$ cat config.mk
export PLATFORM = sky130hd
export DESIGN_NAME = shift_left_seq
export DESIGN_NICKNAME = d
export VERILOG_FILES = /design/src/rtl/shift_left_seq.sv
export SDC_FILE = /design/constraint.sdc
export NUM_CORES = 1
export LEC_CHECK = 0
export ABC_AREA = 0
export BUFFER_PORTS_ARGS = -buffer_cell sky130_fd_sc_hd__buf_4
export CORE_UTILIZATION = 48
export DETAILED_ROUTE_END_ITERATION = 6
export PLACE_DENSITY_LB_ADDON = 0.3
export SLEW_MARGIN = 20
export SYNTH_ARGS = -nofsm -noshare
export SYNTH_HDL_FRONTEND = slang
export SYNTH_SLANG_ARGS = --single-unit
$ cat constraint.sdc
create_clock -name clk -period 1.3 [get_ports clk]
set_input_delay 0.065 -clock clk [delete_from_list [all_inputs] [get_ports clk]]
set_output_delay 0.065 -clock clk [all_outputs]
set_load 0.02 [all_outputs]
$ cat src/rtl/shift_left_seq.sv
// Sequential 8-bit left shifter / rotator: one bit per clock, with busy/done handshake.
// Three-state FSM (IDLE, SHIFT, DONE); result and carry are registered and held between operations.
module shift_left_seq (
   input  logic       clk,
   input  logic       rst_n,
   input  logic [7:0] A,
   input  logic [3:0] Shift,
   input  logic       mode,
   input  logic       start,
   output logic [7:0] result,
   output logic       carry,
   output logic       busy,
   output logic       done
);

   typedef enum logic [1:0] {
      IDLE  = 2'd0,
      SHIFT = 2'd1,
      DONE  = 2'd2
   } state_t;

   state_t     state_reg, state_next;
   logic [7:0] result_reg, result_next;
   logic       carry_reg, carry_next;
   logic [3:0] cnt_reg, cnt_next;
   logic       mode_reg, mode_next;

   always_ff @(posedge clk or negedge rst_n) begin
      if (!rst_n) begin
         state_reg  <= IDLE;
         result_reg <= 8'h00;
         carry_reg  <= 1'b0;
         cnt_reg    <= 4'd0;
         mode_reg   <= 1'b0;
      end else begin
         state_reg  <= state_next;
         result_reg <= result_next;
         carry_reg  <= carry_next;
         cnt_reg    <= cnt_next;
         mode_reg   <= mode_next;
      end
   end

   always_comb begin
      state_next  = state_reg;
      result_next = result_reg;
      carry_next  = carry_reg;
      cnt_next    = cnt_reg;
      mode_next   = mode_reg;
      case (state_reg)
         IDLE, DONE: begin
            // A start is honoured in DONE too, giving back-to-back operations.
            if (start) begin
               result_next = A;
               cnt_next    = Shift;
               mode_next   = mode;
               carry_next  = 1'b0;
               state_next  = (Shift != 4'd0) ? SHIFT : DONE;
            end else begin
               state_next = IDLE;
            end
         end
         SHIFT: begin
            carry_next  = result_reg[7];
            result_next = {result_reg[6:0], mode_reg ? result_reg[7] : 1'b0};
            cnt_next    = cnt_reg - 4'd1;
            if (cnt_reg == 4'd1) begin
               state_next = DONE;
            end
         end
         default: begin
            state_next = IDLE;
         end
      endcase
   end

   assign result = result_reg;
   assign carry  = carry_reg;
   assign busy   = (state_reg == SHIFT);
   assign done   = (state_reg == DONE);

endmodule

## Word level (Yosys, flattened, before mapping)

Index checks and enable logic that the tools add are counted.
Widths: inputs -> output; s select.

| word-level totals | value |
|---|---|
| bits in registers | 16 |
| bits of input ports | 16 |
| word-level logic and storage cells | 28 |

| operators by class | value |
|---|---|
| add/sub/neg operators | 1 |
| equal/unequal tests | 5 |
| multiplexer cells | 11 |
| reduce and logical (&&, ||, !) cells | 6 |

Operators with widths:

| kind | count |
|---|---|
| $pmux 8 s2 | 1 |
| $mux 8 | 1 |
| $pmux 4 s2 | 1 |
| $mux 2 | 3 |
| $eq 4x1->1 const B | 1 |
| $mux 4 | 1 |
| $pmux 2 s2 | 1 |
| $reduce_and 2->1 | 2 |
| $reduce_bool 4->1 | 1 |
| $sub 4x1->4 const B | 1 |
| $eq 2x1->1 const B | 1 |
| $eq 2x2->1 const B | 1 |
| $logic_not 2->1 | 1 |
| $mux 1 | 2 |
| $ne 2x1->1 const B | 1 |
| $ne 2x2->1 const B | 1 |
| $pmux 1 s2 | 1 |
| $reduce_bool 2->1 | 1 |
| $reduce_or 2->1 | 1 |

## Depth between registers and ports, before layout

Gate-level depths: netlist of run 1.

| depth | value |
|---|---|
| depth in word-level cells | 4 |
| gate-level depth with buffers | 5 |
| mapped depth without buffers | 5 |

## Least setup slack after synthesis of run 1

No wires, ideal clock.

| timing path | value |
|---|---|
| path kind | flip-flop to flip-flop |
| start | reg state_reg[0] |
| end | reg cnt_reg[1] |
| library setup time | 0.126 ns |
| data arrival time | 0.973 ns |
| required time | 1.174 ns |
| slack | 0.201 ns |
| stages on the path, launching flop included | 5 |
| buffers on the path | 0 |
| period minus slack after synthesis | 1.099 ns |
| path through | dfrtp_1 nand2b_4 inv_4 nor2_2 a221o_1 |

| between the ends | value |
|---|---|
| elaborated cells between the ends (all ways) | 8 |
| classes of those cells | eq/ne (3); mux (1); reduce/logical (4) |

RTL lines:

| what | line | source |
|---|---|---|
| start, declared | 22 | `state_t state_reg, state_next;` |
| start signal, assigned | 36 | `state_reg <= state_next;` |
| $eq 2x1->1 * | -- |  |
| named net busy | 12 | `output logic busy,` |
| $reduce_bool 2->1 (no line) | -- |  |
| $reduce_and 2->1 (no line) | -- |  |
| end signal, assigned | 39 | `cnt_reg <= cnt_next;` |
| end, declared | 25 | `logic [3:0] cnt_reg, cnt_next;` |

Mark *: on every way through the listed nets, which the timed path passes. The rest lies on a longest branch.
A chain may end at the register's enable or synchronous reset.

## Final worst setup path of run 1

| timing path | value |
|---|---|
| start | reg state_reg[0] |
| end | out busy |

| between the ends | value |
|---|---|
| word-level cells in the longest chain between the ends | 1 |

RTL lines:

| what | line | source |
|---|---|---|
| $eq 2x1->1 | 79 | `assign busy = (state_reg == SHIFT);` |
| end, declared | 12 |  |

Every way passes these cells.

==> flow_summary.yaml, run 1 <==
run_status:
  status: "complete, but fails checks"
  violations: "design-rule violations"
timing:
  timing.final.hold_violations: 0
  rsz0062_at_grt: "no"
  slew_headroom_pct: 70.9
  worst_slew_pin_slew_ns: 0.433
  finClkSkew_ns: 0.00158
  min_period_over_period_pct: 94.7
  max_clock_freq_ghz: 0.812
  hold_slack_ns: 0.0166
  slew_violations: 0
  fin_setup_tns_ns: 0
  period_minus_slack_ns: 1.23
  final-setup-viol-count: 0
synthesis:
  ys_seq_area_share_pct: 48.6
  synth_area_leaders: "dfrtp_1 (49%), nand2_1 (9.1%), a31oi_1 (6.1%)"
  synth_cell_types: 25
  yosys_most_used_dff: "dfrtp_1"
  ys_ff_latch: 16
  synth_enable_flop_cells: 0
  syn_avg_cell_area_um2: 9.93
  yosys.area.top_type: "dfrtp_1"
  syn-cell-area_um2: 825
  yosysWarningCount: 0
  syn_nets: 101
  synth_cells: 83
  synthArstFlopShare_pct: 100
  synth_top_area_share_pct: 48.6
cts:
  clock_latency_ns: 0.29
  clk_pin_slew_ns: 0.10
  numCtsBuffers: 3
  htreeDepth: 1
  ctsRootBufferMaster: "clkbuf_4"
  cts_sinks: 16
  cts_buffer_depth: 2
  cts_tree: "done"
  cts_setup_buffers: 0
min_path:
  hold_start: "Shift[2]"
  hold_end: "cnt_reg[2]"
  hold_depth: 3
  min_path_type: "input pin to flop"
place:
  hpwl_um: 1260
  io_buffers: 26
  gp_congestion: 0.768
die:
  die_x_um: 43.4
  die_height_um: 43.4
  rows: 14
  boundaryPins: 27
  die-area_um2: 1890
  start_util_pct: 52.9
  core_um2: 1560
detailed_routing:
  drc: 2
  viasPerCell: 5.71
  vias: 737
  dr.first_iter.drc_count: 18
  ant_nets: 0
  wl_um: 1740
  firstDrtPassIters: 7
  wire_per_inst_um: 13.5
setup_path:
  reg2reg_from: "state_reg[0]"
  rrSetupSlack_ns: 0.08
  crit_required_ns: 1.24
  crit_type: "flop to output pin"
  crit_fanout: 14
  worstPathArrival_ns: 1.17
  reg2reg_depth: 4
  end_kind: "output pin"
  cp-start-kind: "flop"
  worstReg2RegEnd: "cnt_reg[3]"
final_layout:
  finish.net_count: 132
  syn_to_final_growth_pct: 29.4
  largest_register_ffs: 8
  drive_gt1_share_pct: 36.3
  final_cell_mix: "buf_4 (28), nand2_1 (20), dfrtp_1 (15), nor2_1 (9), a31oi_1 (8)"
  n_antenna_cell: 0
  fillers: 122
  final_common_cell: "buf_4"
power:
  p_leak_nw: 0.520
  peakVddDrop_uv: 1260
  powerDensity_nw_per_um2: 2590
  total_power_w: 0.00277
global_route:
  grt_pass1_vias: 709
  antenna_found_initial: 0
  grt_pass1_wl_um: 2900
  grt_max_degree: 17
  grt-ovfl-total: 0
  track_usage_pct: 21.2
flow_run:
  drv_cap: 0
==> Yosys cell counts (2+ instances only) <==
library cell / count
a221o_1: 2
a22o_1: 2
a31oi_1: 8
buf_6: 2
dfrtp_1: 16
ha_1: 2
inv_1: 3
nand2_1: 20
nand2b_4: 2
nor2_1: 9
nor3_1: 3
==> logic make-up (layout without fill, tap and decap cells) <==
group / count (synthesis) / count (layout) / synth area share, %
AOI/OAI and AO/OA: 17 / 17 / 16.5
and+or+nand+nor: 40 / 40 / 24.3
adders and majority gates: 2 / 2 / 3.03
buffers and inverters: 8 / 38 / 7.59
DFF: 16 / 16 / 48.6
==> per-layer routing <==
layer	GRT usage [%]	vias up	wire [um]
met1	24.2	342	729
li1	-	350	-
met2	36.4	43	866
met4	10.6	0	14
met5	0	-	0
met3	5.83	2	129
==> stage by stage <==
step           instance area [um^2]  worst slack, ns  util, %  instances
3_3_place_gp                   1010            0.118     64.8        123
6_report                       1070           0.0683     68.5        129
3_5_place_dp                   1010           0.0653     64.8        123
4_1_cts                        1070           0.0457     68.4        129
2_1_floorplan                   825            0.201        -         83
5_1_grt                        1070          0.00699     68.5        129
==> critical path, cell delays in order (launching register included) <==
cell,delay (ns)
dfrtp_2,0.46
nand2b_4,0.18
inv_4,0.07
buf_4,0.16
==> layout make-up <==
type                       instances  area, um^2  share of cell area [%]
sequential                        16         402                    37.6
multi-input combinational         59         362                    33.9
timing repair buffer              30         230                    21.6
clock buffer                       4        36.3                    3.40
tap                               16        20.0                    1.88
inverter                           4        17.5                    1.64
==> how the worst max path moves through the flow <==
stage                 start          to
2_1_floorplan  state_reg[0]  cnt_reg[1]
3_3_place_gp   state_reg[0]   result[6]
3_5_place_dp   state_reg[0]  cnt_reg[0]
4_1_cts        state_reg[0]        busy
5_1_grt        state_reg[0]   result[6]
6_report       state_reg[0]        busy
==> timing repair <==
item / in CTS / in global routing
hold buffers: 2 / 0
endpoints found under the hold margin: 17 / 0
resized for setup: 0 / 1
endpoints found under the setup margin: 0 / 2
==> power breakdown <==
part | total [W] | switching, W | internal [W]
combinational | 0.00145 | 0.000795 | 0.000655
sequential | 0.000985 | 0.000231 | 0.000753
clock | 0.000335 | 0.000164 | 0.000170
total | 0.00277 | 0.00119 | 0.00158
Power figures use the tool's default switching activity.
==> run 2, diff against run 1 <==
==> constraint.sdc (replaced) <==
create_clock -name clk -period 1.3 [get_ports clk]
set_input_delay 0.26 -clock clk [delete_from_list [all_inputs] [get_ports clk]]
set_output_delay 0.26 -clock clk [all_outputs]
set_load 0.02 [all_outputs]
==> run 2 against run 1 <==
The flow finishes with violations (design-rule violations, negative setup slack). Clock-buffer cell count unchanged. Sequential share of layout area is 2.1 points lower. Routed wire length up 9.0%. Hold slack better by 0.14 ns. Utilization increased by 4.0 points. Sequential cell count did not move. Register-to-register slack got worse by 0.05 ns. Critical path type unchanged. Largest cell class unchanged. Largest power group unchanged.
==> flow_summary.yaml, run 2 (synthesized netlist as in run 1, its figures left out) <==
cts:
  cts_sinks: 16
  cts_tree: "done"
  clock_latency_ns: 0.28
  clk_pin_slew_ns: 0.10
  htreeDepth: 1
  ctsRootBufferMaster: "clkbuf_4"
  cts_buffer_depth: 2
  numCtsBuffers: 3
final_layout:
  final_cell_mix: "buf_4 (26), nand2_1 (20), dfrtp_1 (15), nor2_1 (9), a31oi_1 (8)"
  finish.net_count: 136
  regArea_um2: 402
  largest_register_ffs: 8
  n_antenna_cell: 0
  final_common_cell: "buf_4"
  fillers: 114
  final_area_um2: 1130
  syn_to_final_growth_pct: 37.0
  drive_gt1_share_pct: 39.3
  multi_input_area_um2: 370
global_route:
  grt_max_degree: 17
  antenna_found_initial: 0
  grt_pass1_vias: 700
  track_usage_pct: 21.8
  grt-ovfl-total: 0
  grt_pass1_wl_um: 2950
setup_path:
  crit_fanout: 3
  slowest_delay_ns: 0.46
  crit_type: "flop to output pin"
  critPathTopFamily: "flip-flops"
  cp_cell_sequence: "and2b_2 > buf_6"
  cp-start-kind: "flop"
  path_buf_inv: 1
  crit_required_ns: 1.04
  end_kind: "output pin"
  slowest_stage: "dfrtp_2"
  worstPathArrival_ns: 1.07
die:
  rows: 14
  die-area_um2: 1890
  die_x_um: 43.4
  core_um2: 1560
  start_util_pct: 52.9
  die_height_um: 43.4
  boundaryPins: 27
detailed_routing:
  viasPerCell: 5.68
  vias: 756
  wl_um: 1900
  ant_nets: 0
  firstDrtPassIters: 7
  wire_per_inst_um: 14.3
  drc: 2
  dr.first_iter.drc_count: 25
timing:
  slew_violations: 0
  min_period_over_period_pct: 103
  max_clock_freq_ghz: 0.750
  final-setup-viol-count: 1
  worst_slew_pin_slew_ns: 0.535
  slew_headroom_pct: 64.0
  period_minus_slack_ns: 1.33
  timing.final.hold_violations: 0
  rsz0062_at_grt: "yes"
  setup_ws_ns: -0.0337
  hold_slack_ns: 0.159
  finClkSkew_ns: 0.00256
place:
  gp_congestion: 0.768
  dp_slack_ns: 0.0653
  hpwl_um: 1260
  placed_area_um2: 1010
  io_buffers: 26
power:
  powerDensity_nw_per_um2: 2670
  peakVddDrop_uv: 1450
  p_leak_nw: 0.549
run_status:
  status: "complete, but fails checks"
  violations: "design-rule violations, negative setup slack"
min_path:
  min_path_type: "input pin to flop"
flow_run:
  drv_cap: 0
==> run 2: layout make-up <==
type,instances,share of cell area (%)
Sequential cell,16,35.5
Multi-Input combinational cell,60,32.8
Timing Repair Buffer,33,24.9
Clock buffer,4,3.21
Inverter,4,1.77
Tap cell,16,1.77
==> run 2: what timing repair did <==
item / in CTS / in global routing
hold buffers: 1 / 0
resized for setup: 3 / 4
cloned: 0 / 1
endpoints found under the hold margin: 16 / 0
setup endpoints to repair: 2 / 10
setup buffers: 2 / 2
==> run 2: power by group <==
part	switching [W]	internal (W)	leakage (nW)
Sequential	0.000234	0.000754	0.185
Combinational	0.000877	0.000826	0.343
Clock	0.000160	0.000170	0.0210
==> run 2: worst min-delay path, cell delays in order <==
cell and delay (ns):
buf_4 0.07, nand2_1 0.04, nand2_1 0.05
==> run 2: layer usage <==
| layer | part of all wire (%) | GRT usage, % | vias up |
|---|---|---|---|
| met4 | 1.1 | 10.6 | 0 |
| met2 | 50 | 36.4 | 34 |
| li1 | - | - | 360 |
| met5 | 0 | 0 | - |
| met3 | 5.1 | 5.83 | 4 |
| met1 | 44 | 26.1 | 358 |
==> run 2: metrics by stage <==
stage / instances / setup TNS (ns) / util (%) / power (W)
6_report: 133 / -0.0337 / 72.5 / 0.00302
5_1_grt: 133 / -0.132 / 72.5 / 0.00323
4_1_cts: 130 / -0.106 / 70.1 / 0.00289
3_5_place_dp: 123 / 0 / 64.8 / 0.00243
3_3_place_gp: 123 / 0 / 64.8 / 0.00239
2_1_floorplan: 83 / 0 / - / 0.00202
==> run 2: path summary, 6_finish.rpt <==
| path | startpoint | endpoint | slack [ns] | cells after the start |
|---|---|---|---|---|
| min in group asynchronous | rst_n | result[2] | 0.36 | 2 |
| hold / removal | mode | mode_reg | 0.16 | 3 |
| setup reg to reg | state_reg[0] | cnt_reg[0] | 0.03 | 4 |
| hold reg to reg | mode_reg | mode_reg | 0.51 | 2 |
| max in group asynchronous | rst_n | state_reg[0] | 0.74 | 2 |
| setup / recovery | state_reg[0] | done | -0.03 | 2 |
